`config.mk`:
```
export PLATFORM = sky130hd
export DESIGN_NAME = alu_pipe
export DESIGN_NICKNAME = d
export VERILOG_FILES = /design/src/rtl/alu_pkg.sv /design/src/rtl/alu_seq_mul.sv /design/src/rtl/alu_pipe.sv
export SDC_FILE = /design/constraint.sdc
export NUM_CORES = 1
export LEC_CHECK = 0
export BUFFER_PORTS_ARGS = -buffer_cell sky130_fd_sc_hd__buf_4
export CAP_MARGIN = 10
export CORE_ASPECT_RATIO = 1.4
export CORE_MARGIN = 1.5
export CORE_UTILIZATION = 40
export DETAILED_ROUTE_END_ITERATION = 8
export SETUP_SLACK_MARGIN = 0.4
export SYNTH_ARGS = -nofsm -noshare
export SYNTH_HDL_FRONTEND = slang
export SYNTH_SLANG_ARGS = --single-unit
```
`constraint.sdc`:
```
create_clock -name clk -period 6.18 [get_ports clk]
set_input_delay 1.236 -clock clk [delete_from_list [all_inputs] [get_ports clk]]
set_output_delay 1.236 -clock clk [all_outputs]
set_load 0.02 [all_outputs]
```
`src/rtl/alu_pkg.sv`:
```
// Shared opcodes, flag bit positions and FSM state type for the execute-stage ALU.
package alu_pkg;

  localparam logic [3:0] ALU_NOP  = 4'h0;
  localparam logic [3:0] ALU_NOT  = 4'h1;
  localparam logic [3:0] ALU_ADD  = 4'h2;
  localparam logic [3:0] ALU_PASS = 4'h3;
  localparam logic [3:0] ALU_SUB  = 4'h4;
  localparam logic [3:0] ALU_AND  = 4'h5;
  localparam logic [3:0] ALU_OR   = 4'h6;
  localparam logic [3:0] ALU_SHL  = 4'h7;
  localparam logic [3:0] ALU_SHR  = 4'h8;
  localparam logic [3:0] ALU_SETC = 4'h9;
  localparam logic [3:0] ALU_CLRC = 4'hA;
  localparam logic [3:0] ALU_INC  = 4'hB;
  localparam logic [3:0] ALU_DEC  = 4'hC;
  localparam logic [3:0] ALU_MUL  = 4'hD;

  localparam int unsigned FLAG_N = 2;
  localparam int unsigned FLAG_C = 1;
  localparam int unsigned FLAG_Z = 0;

  typedef enum logic {IDLE, BUSY} alu_state_t;

endpackage

```
`src/rtl/alu_seq_mul.sv`:
```
// Unsigned shift-add multiplier, one multiplier bit per cycle, WIDTH iterations per product.
module alu_seq_mul #(
  parameter int unsigned WIDTH = 16
) (
  input  logic               clk_i,
  input  logic               rst_ni,
  input  logic               start_i,
  input  logic               flush_i,
  input  logic [WIDTH-1:0]   a_i,
  input  logic [WIDTH-1:0]   b_i,
  output logic               busy_o,
  output logic               done_o,
  output logic [2*WIDTH-1:0] prod_o
);

  localparam int unsigned CntW = (WIDTH > 1) ? $clog2(WIDTH) : 1;

  logic [WIDTH-1:0]   mcand_q;
  logic [2*WIDTH-1:0] prod_q;
  logic [2*WIDTH-1:0] prod_step;
  logic [CntW-1:0]    cnt_q;
  logic               busy_q;
  logic [WIDTH:0]     sum;

  // Upper half accumulates; lower half holds the remaining multiplier bits.
  always_comb begin
    sum       = {1'b0, prod_q[2*WIDTH-1:WIDTH]}
              + (prod_q[0] ? {1'b0, mcand_q} : {(WIDTH+1){1'b0}});
    prod_step = {sum, prod_q[WIDTH-1:1]};
  end

  always_ff @(posedge clk_i or negedge rst_ni) begin
    if (!rst_ni) begin
      mcand_q <= '0;
      prod_q  <= '0;
      cnt_q   <= '0;
      busy_q  <= 1'b0;
    end else if (start_i) begin
      mcand_q <= a_i;
      prod_q  <= {{WIDTH{1'b0}}, b_i};
      cnt_q   <= CntW'(WIDTH - 1);
      busy_q  <= 1'b1;
    end else if (busy_q) begin
      if (flush_i) begin
        busy_q <= 1'b0;
      end else begin
        prod_q <= prod_step;
        cnt_q  <= cnt_q - CntW'(1);
        if (cnt_q == '0) busy_q <= 1'b0;
      end
    end
  end

  assign busy_o = busy_q;
  assign done_o = busy_q && (cnt_q == '0) && !flush_i;
  assign prod_o = prod_step;

endmodule

```
`src/rtl/alu_pipe.sv`:
```
// Registered execute-stage ALU with {N,C,Z} flag register and a stalling multi-cycle MUL.
module alu_pipe
  import alu_pkg::*;
#(
  parameter int unsigned WIDTH   = 16,
  parameter int unsigned SHAMT_W = $clog2(WIDTH),
  parameter bit          MUL_EN  = 1'b1
) (
  input  logic             clk,
  input  logic             rst_n,
  input  logic             flush,
  input  logic             in_valid,
  output logic             in_ready,
  input  logic [3:0]       aluControl,
  input  logic [WIDTH-1:0] in1,
  input  logic [WIDTH-1:0] in2,
  input  logic             flag_load,
  input  logic [2:0]       flag_in,
  output logic             out_valid,
  output logic [WIDTH-1:0] out,
  output logic [2:0]       flag
);

  logic [WIDTH-1:0]   out_q, out_d;
  logic [2:0]         flag_q, flag_d;
  logic               out_valid_q, out_valid_d;
  alu_state_t         state_q, state_d;

  logic               accept, is_mul;
  logic               mul_busy, mul_done;
  logic [2*WIDTH-1:0] mul_prod;
  logic [2:0]         mul_flag;
  logic [SHAMT_W-1:0] sh;
  logic [WIDTH:0]     ext;
  logic [WIDTH-1:0]   res;
  logic [2:0]         op_flag;
  logic               c_new, op_wr, op_out;

  assign accept = in_valid & in_ready & ~flush;
  assign is_mul = MUL_EN && (aluControl == ALU_MUL);
  assign sh     = in2[SHAMT_W-1:0];

  if (MUL_EN) begin : g_mul
    alu_seq_mul #(
      .WIDTH(WIDTH)
    ) u_mul (
      .clk_i  (clk),
      .rst_ni (rst_n),
      .start_i(accept & is_mul),
      .flush_i(flush),
      .a_i    (in1),
      .b_i    (in2),
      .busy_o (mul_busy),
      .done_o (mul_done),
      .prod_o (mul_prod)
    );
  end else begin : g_no_mul
    assign mul_busy = 1'b0;
    assign mul_done = 1'b0;
    assign mul_prod = '0;
  end

  // Single-cycle result mux; op_wr marks ops that write out, op_out ops that pulse out_valid.
  always_comb begin
    ext    = '0;
    res    = out_q;
    c_new  = flag_q[FLAG_C];
    op_wr  = 1'b0;
    op_out = 1'b1;
    case (aluControl)
      ALU_NOT:  begin res = ~in2;       op_wr = 1'b1; end
      ALU_PASS: begin res = in1;        op_wr = 1'b1; end
      ALU_AND:  begin res = in1 & in2;  op_wr = 1'b1; end
      ALU_OR:   begin res = in1 | in2;  op_wr = 1'b1; end
      ALU_ADD: begin
        ext = {1'b0, in1} + {1'b0, in2};
        {c_new, res} = ext;
        op_wr = 1'b1;
      end
      ALU_SUB: begin
        ext = {1'b0, in1} - {1'b0, in2};
        {c_new, res} = ext;
        op_wr = 1'b1;
      end
      ALU_INC: begin
        ext = {1'b0, in1} + (WIDTH+1)'(1);
        {c_new, res} = ext;
        op_wr = 1'b1;
      end
      ALU_DEC: begin
        ext = {1'b0, in1} - (WIDTH+1)'(1);
        {c_new, res} = ext;
        op_wr = 1'b1;
      end
      ALU_SHL: begin
        op_wr = 1'b1;
        res   = in1;
        if (sh != '0) begin
          ext = {1'b0, in1} << sh;
          {c_new, res} = ext;
        end
      end
      ALU_SHR: begin
        op_wr = 1'b1;
        res   = in1;
        if (sh != '0) begin
          ext = {in1, 1'b0} >> sh;
          {res, c_new} = ext;
        end
      end
      ALU_SETC: c_new = 1'b1;
      ALU_CLRC: c_new = 1'b0;
      default:  op_out = 1'b0;
    endcase
    op_flag         = flag_q;
    op_flag[FLAG_C] = c_new;
    if (op_wr) begin
      op_flag[FLAG_N] = res[WIDTH-1];
      op_flag[FLAG_Z] = (res == '0);
    end
  end

  always_comb begin
    mul_flag         = '0;
    mul_flag[FLAG_N] = mul_prod[WIDTH-1];
    mul_flag[FLAG_C] = |mul_prod[2*WIDTH-1:WIDTH];
    mul_flag[FLAG_Z] = (mul_prod[WIDTH-1:0] == '0);
  end

  always_comb begin
    out_d       = out_q;
    flag_d      = flag_q;
    out_valid_d = 1'b0;
    if (accept && op_out) begin
      if (op_wr) out_d = res;
      flag_d      = op_flag;
      out_valid_d = 1'b1;
    end
    if (mul_busy && mul_done) begin
      out_d       = mul_prod[WIDTH-1:0];
      flag_d      = mul_flag;
      out_valid_d = 1'b1;
    end
    // Restored flags win over any op flag update in the same edge.
    if (flag_load) flag_d = flag_in;
  end

  always_comb begin
    state_d = state_q;
    case (state_q)
      IDLE:    if (accept && is_mul) state_d = BUSY;
      BUSY:    if (flush || mul_done) state_d = IDLE;
      default: state_d = IDLE;
    endcase
  end

  always_comb begin
    in_ready = (state_q == IDLE);
  end

  always_ff @(posedge clk or negedge rst_n) begin
    if (!rst_n) begin
      state_q     <= IDLE;
      out_q       <= '0;
      flag_q      <= '0;
      out_valid_q <= 1'b0;
    end else begin
      state_q     <= state_d;
      out_q       <= out_d;
      flag_q      <= flag_d;
      out_valid_q <= out_valid_d;
    end
  end

  assign out       = out_q;
  assign flag      = flag_q;
  assign out_valid = out_valid_q;

endmodule

```
-- Yosys cells after proc, flatten, opt, wreduce, memory -nomap -nowiden
Index checks and enable logic that the tools add are counted.
Widths: inputs -> output; s select.
- flip-flop bits (word level): 74
- input port bits: 44
- logic and storage cells: 97
- add/subtract/negate cells: 6
- equal/unequal tests: 16
- shift operators: 2
- muxes and demuxes: 32
- bitwise operators: 8
- reductions and logical operators: 24
- operator list (operator ; number):
    $pmux 16 s10 ; 1
    $mux 16 ; 6
    $mux 32 ; 3
    $logic_not 16->1 ; 2
    $eq 4x4->1 const B ; 6
    $add 16x1->17 const B ; 1
    $add 16x16->17 ; 1
    $add 16x17->17 ; 1
    $shl 16x4->17 ; 1
    $shr 17x4->17 ; 1
    $sub 16x1->17 const B ; 1
    $sub 16x16->17 ; 1
    $and 16x16->16 ; 1
    $eq 4x3->1 const B ; 4
    $not 16->16 ; 1
    $or 16x16->16 ; 1
    $reduce_or 16->1 ; 1
    $mux 1 ; 14
    $mux 4 ; 3
    $reduce_or 12->1 ; 1
    $reduce_bool 10->1 ; 1
    $reduce_or 10->1 ; 1
    $mux 3 ; 3
    $eq 4x2->1 const B ; 2
    other kinds (17) ; 30

-- Logic depth before layout (Yosys ltp)
Gate-level depths: netlist (run 1).
- word-level depth: 8
- mapped depth: 15

-- Cells and area by module
Synthesis (run 1) repeated with hierarchy kept, for this count alone.
- cell total of the unflattened synthesis: 1267
- area total of the unflattened synthesis: 10013.4 um^2
- by module, submodules not included (module ; instances ; cells each ; area an instance (um^2) ; sequential area each (um^2)):
    alu_pipe ; 1 ; 937 ; 6781.5 ; 525.5
    alu_seq_mul ; 1 ; 330 ; 3231.8 ; 1326.3

-- Worst setup path before layout (run 1)
Ideal clock, no wire load.
- kind: input-to-reg
- from: in in2[1]
- to: reg flag_q[0] (netlist: flag[0])
- library setup time: 0.092 ns
- arrival: 4.645 ns
- required time: 6.088 ns
- setup slack: 1.443 ns
- cell stages on the path: 15
- cells stage by stage: buf_6 -> buf_2 -> inv_2 -> buf_1 -> ha_1 -> nor3_1 -> nor3_1 -> xor2_1 -> a2111oi_2 -> nand4_1 -> and2_1 -> a2111oi_2 -> nand4_1 -> or4_1 -> o31ai_2
- longest elaborated chain between the ends: 8
- elaborated cells on any way between the ends: 16
- classes of those cells: add/sub: 2; shift: 2; mux: 7; bitwise: 3; reduce/logical: 2
- ends and longest elaborated chain (element ; RTL line ; RTL):
    start: declaration ; alu_pipe.sv:16 ; input logic [WIDTH-1:0] in2,
    parallel branches: the longest is 2 deep, another holds $sub 16x16->17 ; -- ;
    $pmux 16 s10 * ; alu_pipe.sv:70 ; case (aluControl)
    $logic_not 16->1 * ; alu_pipe.sv:119 ; op_flag[FLAG_Z] = (res == '0);
    $mux 1 * ; alu_pipe.sv:117 ; if (op_wr) begin
    $mux 3 * ; alu_pipe.sv:134 ; if (accept && op_out) begin
    $mux 3 * ; alu_pipe.sv:139 ; if (mul_busy && mul_done) begin
    $mux 3 * ; alu_pipe.sv:145 ; if (flag_load) flag_d = flag_in;
    end signal: assignment ; alu_pipe.sv:170 ; flag_q <= flag_d;
    end: declaration ; alu_pipe.sv:25 ; logic [2:0] flag_q, flag_d;
Every way passes the cells marked *. The select of a mux whose other input is x is not followed.
A chain may end at the register's enable or synchronous reset.

-- Worst setup path in the final report (run 1)
- from: in aluControl[0]
- to: reg flag_q[0] (netlist: flag[0])
- longest elaborated chain between the ends: 7
- elaborated cells on any way between the ends: 26
- classes of those cells: eq/ne: 12; mux: 7; reduce/logical: 7
- ends and longest elaborated chain (element ; RTL line ; RTL):
    start: declaration ; alu_pipe.sv:14 ; input logic [3:0] aluControl,
    $eq 4x4->1, or another cell as far along ; -- ;
    $pmux 16 s10 ; alu_pipe.sv:70 ;
    $logic_not 16->1 ; alu_pipe.sv:119 ;
    $mux 1 ; alu_pipe.sv:117 ;
    $mux 3 ; alu_pipe.sv:134 ;
    $mux 3 ; alu_pipe.sv:139 ;
    $mux 3 ; alu_pipe.sv:145 ;
Parallel ways exist; a longest one is shown, timed or not. The select of a mux whose other input is x is not followed.

==> load_flow_metrics.sql, run 1 <==
INSERT INTO impl_metrics (metric_group, metric, value, unit) VALUES
('sta', 'final.setup.tns', '0', 'ns'),
('yosys', 'netlist_top_cells_area', 'sky130_fd_sc_hd__dfrtp_1 20%, sky130_fd_sc_hd__ha_1 9.5%, sky130_fd_sc_hd__nand2_1 6.4%', ''),
('yosys', 'yosys.cell_types.count', '86', ''),
('yosys', 'synthesis.area_per_instance', '7.37', 'um^2'),
('global_routing', 'grtUsageMet3', '0.0397', ''),
('global_routing', 'grt_first_pass_wirelength', '63.0', 'mm'),
('worst_hold_path', 'holdPathStages', '2', ''),
('sta', 'worst_slack', '1.01', 'ns'),
('sta', 'fin_crit_sh', '0.837', ''),
('clock_network', 'cts.sinks', '74', ''),
('yosys', 'synthArstFlopShare', '1.00', ''),
('drt', 'detailedRoute.firstIterationViolations', '1405', ''),
('global_routing', 'grt_max_degree', '75', ''),
('clock_network', 'path_clk_slew', '0.06', 'ns'),
('yosys', 'post-synth-top-count-cell', 'sky130_fd_sc_hd__nand2_1', ''),
('drt', 'post_drt_via_cell_ratio', '6.67', ''),
('outcome', 'run_status', 'finished clean', ''),
('run', 'max-cap-violations', '0', ''),
('sta', 'maxClockFrequency', '0.193', 'GHz'),
('clock_network', 'cts_post_setup_buffers_inserted', '0', ''),
('drt', 'wl_per_cell', '26.5', 'um'),
('placed_design', 'finalWeightedCongestion', '1.04', ''),
('power_and_ir_drop', 'pwr-share-comb', '0.430', ''),
('power_and_ir_drop', 'pwr-share-seq', '0.334', ''),
('power_and_ir_drop', 'static-leakage-power', '4.34', 'nW'),
('yosys', 'portion_of_the_post_synthesis_area_used_by_sequential_elements', '0.195', ''),
('yosys', 'synth_edf_count', '0', ''),
('critical_path', 'critical_path.most_common_cell', 'sky130_fd_sc_hd__buf_4', ''),
('floorplanning', 'rows', '66', ''),
('floorplanning', 'floorplan.die_area', '24700', 'um^2'),
('sta', 'slew_headroom', '0.160', ''),
('drt', 'drt_drc_violations_left', '0', ''),
('global_routing', 'top_usage_layer_grt', 'met2', ''),
('drt', 'antenna_violating_nets_post_route', '0', ''),
('sta', 'report.final.setup_viol', '0', ''),
('global_routing', 'grt_antenna_before_repair', '0', ''),
('yosys', 'synth_warnings', '0', ''),
('global_routing', 'grt_overflow_total', '0', ''),
('yosys', 'synthesis.instances', '1289', ''),
('sta', 'period_minus_slack', '5.17', 'ns'),
('clock_network', 'cts-hold-fix-buffers', '0', ''),
('global_routing', 'groute.usage.overall', '0.341', ''),
('clock_network', 'htree_levels', '3', ''),
('power_and_ir_drop', 'totalPowerFinal', '2.23', 'mW'),
('worst_hold_path', 'hold_path.class', 'reg2reg', ''),
('global_routing', 'grt_pass1_vias', '10100', ''),
('sta', 'unrepaired_setup_endpoints_after_global_routing', 'false', ''),
('critical_path', 'cp_max_stage_cell', 'sky130_fd_sc_hd__nor4_2', ''),
('power_and_ir_drop', 'power_per_cell_area', '214', 'nW/um^2'),
('power_and_ir_drop', 'internal_power', '1.30', 'mW'),
('drt', 'drt-total-wl', '42.3', 'mm'),
('power_and_ir_drop', 'swShare', '0.418', ''),
('critical_path', 'path_class', 'in2reg', ''),
('clock_network', 'worst_skew_late_latency', '0.34', 'ns'),
('yosys', 'synth_fp_nets', '1408', ''),
('yosys', 'synth.cells.most_frequent', '163 x sky130_fd_sc_hd__nand2_1, 127 x sky130_fd_sc_hd__nor2_1, 111 x sky130_fd_sc_hd__a21oi_1', ''),
('clock_network', 'tritoncts.num_buffers', '9', ''),
('yosys', 'synthDominantAreaCellType', 'sky130_fd_sc_hd__dfrtp_1', ''),
('global_routing', 'global_routing_usage_on_met2', '0.570', ''),
('final_layout', 'area_growth_syn_to_layout', '9.55', '%'),
('clock_network', 'clk_root_buffer_cell', 'sky130_fd_sc_hd__clkbuf_16', ''),
('power_and_ir_drop', 'share_clk_of_total_power', '0.235', ''),
('yosys', 'synth_top_cell_area_share', '0.195', ''),
('yosys', 'synth-main-ff-cell', 'sky130_fd_sc_hd__dfrtp_1', ''),
('sta', 'timing_max_transition_violations_final', '0', ''),
('clock_network', 'post_cts.resized_instances', '0', ''),
('sta', 'max_slew.worst_pin.slew', '1.25', 'ns'),
('critical_path', 'register_to_register_path_depth', '13', ''),
('global_routing', 'grtUsageMet1', '0.404', ''),
('yosys', 'synthesis.area', '9490', 'um^2'),
('sta', 'worst_clock_skew', '0.00848', 'ns');
==> power groups by stage <==
stage          clock (mW)  sequential, mW  combinational, mW
2_1_floorplan           0           0.736              0.580
4_1_cts             0.533           0.742              0.944
3_5_place_dp            0           0.749              0.935
6_report            0.523           0.744              0.958
5_1_grt             0.551           0.761               1.03
3_3_place_gp            0           0.750              0.932
==> how the worst max path moves through the flow <==
| stage | endpoint | slack [ns] |
|---|---|---|
| 2_1_floorplan | flag[0] | 1.44 |
| 6_report | flag[0] | 1.01 |
| 4_1_cts | flag[0] | 1.07 |
| 5_1_grt | flag[0] | 0.79 |
| 3_3_place_gp | flag[0] | 0.67 |
| 3_5_place_dp | flag[0] | 0.72 |
==> registers in the layout, indices dropped and copies added, names as in the netlist <==
| signal | count |
|---|---|
| g_mul.u_mul.prod_q | 32 |
| g_mul.u_mul.mcand_q | 16 |
| out | 16 |
| g_mul.u_mul.cnt_q | 4 |
| flag | 3 |
| g_mul.u_mul.busy_o | 1 |
| out_valid | 1 |
| state_q | 1 |
==> through the flow <==
stage / cells / util
after floorplan: 1289 / -
final: 1598 / 0.447
after global routing: 1598 / 0.447
after global placement: 1583 / 0.434
after detailed placement: 1583 / 0.434
after CTS: 1598 / 0.447
==> critical path: cells and delay by family <==
kind	cells	cell delay (ns)
AO/OA/AOI/OAI	5	1.21
buffers and inverters	2	0.63
AND/OR/NAND/NOR	5	2.32
==> cells by family after synthesis <==
kind of cell	synth area share
AND/OR/NAND/NOR	0.255
AO/OA/AOI/OAI	0.289
buffers and inverters	0.0701
adder cells (fa/ha/maj)	0.102
flip-flops	0.195
multiplexers	0.0629
XOR/XNOR	0.0258
==> cells in the final DEF, fill, tap and decap left out, types with 6 or more instances in the layout <==
master,synthesis,routed
sky130_fd_sc_hd__nand4_1,18,18
sky130_fd_sc_hd__inv_1,54,54
sky130_fd_sc_hd__a21oi_1,111,111
sky130_fd_sc_hd__nor3_1,40,39
sky130_fd_sc_hd__buf_4,2,85
sky130_fd_sc_hd__o211ai_1,16,16
sky130_fd_sc_hd__a31oi_1,35,35
sky130_fd_sc_hd__and2_1,23,23
sky130_fd_sc_hd__a22oi_1,7,7
sky130_fd_sc_hd__a221oi_1,9,9
sky130_fd_sc_hd__nor4_1,12,12
sky130_fd_sc_hd__a211oi_1,15,15
sky130_fd_sc_hd__nand2b_1,10,10
sky130_fd_sc_hd__nand2_1,163,163
sky130_fd_sc_hd__clkbuf_16,0,9
sky130_fd_sc_hd__xnor2_1,19,19
sky130_fd_sc_hd__nand3_1,30,30
sky130_fd_sc_hd__mux4_2,14,14
sky130_fd_sc_hd__o21bai_1,7,7
sky130_fd_sc_hd__or4_1,8,8
sky130_fd_sc_hd__nor2_1,127,127
sky130_fd_sc_hd__o32a_1,6,6
sky130_fd_sc_hd__o31ai_1,10,10
sky130_fd_sc_hd__o21a_1,10,10
sky130_fd_sc_hd__mux2_2,9,9
sky130_fd_sc_hd__o21ai_0,79,79
sky130_fd_sc_hd__mux2i_1,18,18
sky130_fd_sc_hd__ha_1,72,72
sky130_fd_sc_hd__or3_1,10,9
sky130_fd_sc_hd__a221o_1,6,6
sky130_fd_sc_hd__and3_1,10,10
sky130_fd_sc_hd__xor2_1,9,9
sky130_fd_sc_hd__o22ai_1,15,15
sky130_fd_sc_hd__dfrtp_1,74,74
sky130_fd_sc_hd__nor2b_1,19,18
sky130_fd_sc_hd__a21o_1,14,14
==> per-layer routing <==
metal | part of all wire | vias up
met5 | 0 | -
met4 | 0.088 | 0
met3 | 0.073 | 172
met2 | 0.46 | 587
met1 | 0.38 | 5153
li1 | - | 4745
==> cell type report <==
class                      instances  area [um^2]
tap                              306          383
sequential                        74         1850
fill                            2468        12900
timing repair buffer              85          638
multi-input combinational       1059         7010
clock inverter                     5         55.1
clock buffer                      10          239
inverter                          59          221
Power figures use the tool's default switching activity.
==> run 2: changes to the inputs <==
Settings changed: ABC_AREA set to 1.
Clock period 6.18 ns to 4.4 ns, I/O delays scaled along.
==> load_flow_metrics.sql, run 2 <==
INSERT INTO impl_metrics (metric_group, metric, value, unit) VALUES
('critical_path', 'worst_setup_path_start_kind', 'input port', ''),
('final_layout', 'insertedDiodeCount', '0', ''),
('clock_network', 'path_clk_slew', '0.06', 'ns'),
('sta', 'fin_crit_sh', '0.774', ''),
('global_routing', 'grtUsageMet1', '0.386', ''),
('final_layout', 'drive_gt1_frac', '0.0842', ''),
('yosys', 'synthArstFlopShare', '1.00', ''),
('yosys', 'combinational_family_with_the_most_area_after_synthesis', 'simple AND/OR/NAND/NOR gates', ''),
('yosys', 'synthMuxAreaShare', '0', ''),
('clock_network', 'clock_buffer_depth', '2', ''),
('final_layout', 'layout.cells.most_common_list', '491 x sky130_fd_sc_hd__nand2_1, 246 x sky130_fd_sc_hd__nand3_1, 174 x sky130_fd_sc_hd__nor2_1, 170 x sky130_fd_sc_hd__inv_1, 81 x sky130_fd_sc_hd__a21oi_1', ''),
('placed_design', 'place_ws', '0.717', 'ns'),
('yosys', 'synth.cells.most_frequent', '491 x sky130_fd_sc_hd__nand2_1, 246 x sky130_fd_sc_hd__nand3_1, 175 x sky130_fd_sc_hd__nor2_1', ''),
('clock_network', 'worst_skew_late_latency', '0.35', 'ns'),
('yosys', 'synthesis.instances', '1639', ''),
('placed_design', 'placed_area', '10300', 'um^2'),
('final_layout', 'fillers', '2651', ''),
('yosys', 'synthesis.area', '9660', 'um^2'),
('critical_path', 'cp_endpoint_kind', 'flip-flop', ''),
('critical_path', 'rr_endpoint', 'flag[1]', ''),
('yosys', 'synth-main-ff-cell', 'sky130_fd_sc_hd__dfrtp_1', ''),
('power_and_ir_drop', 'pwr-share-comb', '0.465', ''),
('drt', 'drt-total-wl', '40.9', 'mm'),
('sta', 'unrepaired_setup_endpoints_after_global_routing', 'false', ''),
('worst_hold_path', 'hold_path_startpoint', 'g_mul.u_mul.mcand_q[2]', ''),
('global_routing', 'grt_antenna_before_repair', '0', ''),
('sta', 'timing_hold_violations_final', '0', ''),
('power_and_ir_drop', 'internal_power', '1.85', 'mW'),
('drt', 'drt_drc_violations_left', '0', ''),
('worst_hold_path', 'min_to', 'g_mul.u_mul.mcand_q[2]', ''),
('yosys', 'synth_top_cell_area_share', '0.192', ''),
('yosys', 'yosys.cell_types.count', '50', ''),
('clock_network', 'htree_levels', '3', ''),
('critical_path', 'path_class', 'in2reg', ''),
('drt', 'detailedRoute.firstPassIterationCount', '6', ''),
('yosys', 'synthesis.area_per_instance', '5.89', 'um^2'),
('global_routing', 'grtUsageMet3', '0.0336', ''),
('placed_design', 'post-dp-hpwl', '32.2', 'mm'),
('critical_path', 'register_to_register_path_depth', '15', ''),
('power_and_ir_drop', 'share_clk_of_total_power', '0.228', ''),
('critical_path', 'critical_path_arrival', '3.67', 'ns'),
('outcome', 'run_status', 'finished clean', ''),
('final_layout', 'regMostFlops', 'g_mul.u_mul.prod_q', ''),
('sta', 'final.setup.tns', '0', 'ns'),
('floorplanning', 'floorplan.initialDensity', '0.406', ''),
('final_layout', 'largest_register_ff_count', '32', ''),
('sta', 'maxClockFrequency', '0.294', 'GHz'),
('critical_path', 'critical_path_peak_fanout', '34', ''),
('power_and_ir_drop', 'power_per_cell_area', '315', 'nW/um^2'),
('critical_path', 'worst_ep_required', '4.67', 'ns'),
('yosys', 'synth_warnings', '0', ''),
('sta', 'report.final.setup_viol', '0', ''),
('global_routing', 'grt_overflow_total', '0', ''),
('power_and_ir_drop', 'static-leakage-power', '5.51', 'nW'),
('floorplanning', 'rows', '67', ''),
('global_routing', 'grt_max_degree', '75', ''),
('critical_path', 'r2r_path_start', 'g_mul.u_mul.prod_q[0]', ''),
('sta', 'period_minus_slack', '3.41', 'ns'),
('clock_network', 'post_cts.resized_instances', '0', ''),
('yosys', 'portion_of_the_post_synthesis_area_used_by_sequential_elements', '0.192', ''),
('worst_hold_path', 'holdPathStages', '2', ''),
('drt', 'antenna_violating_nets_post_route', '0', ''),
('clock_network', 'cts_post_setup_buffers_inserted', '0', ''),
('final_layout', 'post_layout_nets', '1777', ''),
('global_routing', 'grt_first_pass_wirelength', '61.8', 'mm'),
('power_and_ir_drop', 'swShare', '0.444', ''),
('floorplanning', 'num_io_pins', '65', ''),
('placed_design', 'buffer_ports.inserted', '64', ''),
('power_and_ir_drop', 'p_switching', '1.48', 'mW'),
('clock_network', 'clk_root_buffer_cell', 'sky130_fd_sc_hd__clkbuf_16', ''),
('global_routing', 'grt_pass1_vias', '10900', ''),
('floorplanning', 'floorplan.die_area', '25100', 'um^2'),
('clock_network', 'tritoncts.num_buffers', '9', ''),
('sta', 'slew_headroom', '0.229', ''),
('yosys', 'synth_fp_nets', '1758', ''),
('clock_network', 'cts-hold-fix-buffers', '0', ''),
('final_layout', 'final_common_cell', 'sky130_fd_sc_hd__nand2_1', ''),
('critical_path', 'worstSetupStartpoint', 'in2[2]', ''),
('final_layout', 'total_area_of_sequential_cells', '1850', 'um^2'),
('yosys', 'synthDominantAreaCellType', 'sky130_fd_sc_hd__dfrtp_1', ''),
('yosys', 'synth_edf_count', '0', ''),
('global_routing', 'groute.usage.overall', '0.324', ''),
('power_and_ir_drop', 'vdd.ir_drop.worst', '267', 'uV'),
('yosys', 'synth_compound_gate_area_share', '0.137', ''),
('drt', 'detailedRoute.firstIterationViolations', '1003', ''),
('yosys', 'post-synth-top-count-cell', 'sky130_fd_sc_hd__nand2_1', ''),
('floorplanning', 'chipHeight', '187', 'um'),
('floorplanning', 'core_area', '23800', 'um^2'),
('global_routing', 'top_usage_layer_grt', 'met2', ''),
('run', 'max-cap-violations', '0', ''),
('drt', 'post_drt_via_cell_ratio', '5.83', ''),
('yosys', 'post_synth_and_or_nand_nor_area_fraction', '0.448', ''),
('sta', 'worst_clock_skew', '0.0136', 'ns'),
('floorplanning', 'die_w', '134', 'um'),
('yosys', 'netlist_top_cells_area', 'sky130_fd_sc_hd__dfrtp_1 19%, sky130_fd_sc_hd__nand2_1 19%, sky130_fd_sc_hd__nand3_1 13%', ''),
('sta', 'final.hold.worst_slack', '0.489', 'ns'),
('clock_network', 'cts.sinks', '74', ''),
('yosys', 'ys_seq_elements', '74', ''),
('global_routing', 'global_routing_usage_on_met2', '0.553', ''),
('final_layout', 'area_growth_syn_to_layout', '9.43', '%'),
('final_layout', 'post_layout_inst_area', '10600', 'um^2'),
('yosys', 'post_synth_xor_area_fraction', '0.0163', ''),
('worst_hold_path', 'hold_path.class', 'reg2reg', ''),
('sta', 'timing_max_transition_violations_final', '0', ''),
('placed_design', 'finalWeightedCongestion', '0.957', ''),
('clock_network', 'tritoncts_clock_tree', 'built', ''),
('sta', 'max_slew.worst_pin.slew', '1.16', 'ns'),
('power_and_ir_drop', 'pwr-share-seq', '0.307', ''),
('yosys', 'yosys.area_share.adder', '0.0995', ''),
('sta', 'worst_slack', '0.994', 'ns'),
('final_layout', 'multi_input_area', '6770', 'um^2'),
('drt', 'detailroute.via_count', '11500', ''),
('critical_path', 'setup.reg_to_reg.worst_slack', '1.41', 'ns'),
('drt', 'wl_per_cell', '20.7', 'um');
run 2: cell types whose count changed in the layout (fill, tap and decap cells not counted), moves of 30 or more:
cell	before	now
sky130_fd_sc_hd__a21oi_1	111	81
sky130_fd_sc_hd__a31oi_1	35	3
sky130_fd_sc_hd__inv_1	54	170
sky130_fd_sc_hd__nand2_1	163	491
sky130_fd_sc_hd__nand3_1	30	246
sky130_fd_sc_hd__nor2_1	127	174
run 2: how the worst max path moves through the flow:
stage	to	cells past startpoint
after global placement	flag[0]	19
after floorplan	flag[0]	22
after CTS	flag[0]	19
after global routing	out[15]	19
final	flag[0]	19
after detailed placement	flag[0]	19
run 2: layout make-up:
cell class	count	share of cell area
clock buffer	11	0.0230
clock inverter	4	0.00485
inverter	189	0.0684
multi-input combinational	1312	0.641
sequential	74	0.175
tap	310	0.0367
timing repair buffer	72	0.0512
run 2: power by group through the flow:
stage / combinational, mW / clock, mW / sequential, mW
finish: 1.55 / 0.759 / 1.02
global route: 1.70 / 0.790 / 1.04
CTS: 1.54 / 0.763 / 1.02
detailed placement: 1.53 / 0 / 1.03
global placement: 1.52 / 0 / 1.03
floorplan: 0.986 / 0 / 1.04
run 2: per-layer routing:
| metal | wire (um) | part of all wire |
|---|---|---|
| met1 | 15600 | 0.38 |
| met3 | 3000 | 0.073 |
| met5 | 0 | 0 |
| met2 | 19500 | 0.48 |
| met4 | 2780 | 0.068 |
run 2: worst max-delay path, cell delays in order:
cell and delay, ns:
sky130_fd_sc_hd__buf_4 0.34, sky130_fd_sc_hd__clkinv_1 0.17, sky130_fd_sc_hd__ha_1 0.49, sky130_fd_sc_hd__inv_1 0.15
sky130_fd_sc_hd__nand2_1 0.08, sky130_fd_sc_hd__nand2_1 0.07, sky130_fd_sc_hd__nand2_1 0.09, sky130_fd_sc_hd__nand3_1 0.16
sky130_fd_sc_hd__nand2_1 0.17, sky130_fd_sc_hd__nand2_1 0.11, sky130_fd_sc_hd__nand2_1 0.09, sky130_fd_sc_hd__nand3_1 0.07
sky130_fd_sc_hd__nand3_1 0.10, sky130_fd_sc_hd__nand2_1 0.10, sky130_fd_sc_hd__nor2_1 0.09, sky130_fd_sc_hd__nand4_1 0.15
sky130_fd_sc_hd__nor2_1 0.15, sky130_fd_sc_hd__nand3_1 0.08, sky130_fd_sc_hd__a21oi_1 0.12
run 2: kinds of logic after synthesis:
kind of cell,after synthesis
buffers and inverters,253
AND/OR/NAND/NOR,998
flip-flops,74
adder cells (fa/ha/maj),75
AO/OA/AOI/OAI,221
XOR/XNOR,18
run 2: through the flow:
step	total power, mW	util	std cells
floorplan	2.03	-	1639
global placement	2.55	0.431	1957
detailed placement	2.56	0.431	1957
CTS	3.32	0.444	1972
global route	3.54	0.444	1972
finish	3.33	0.444	1972
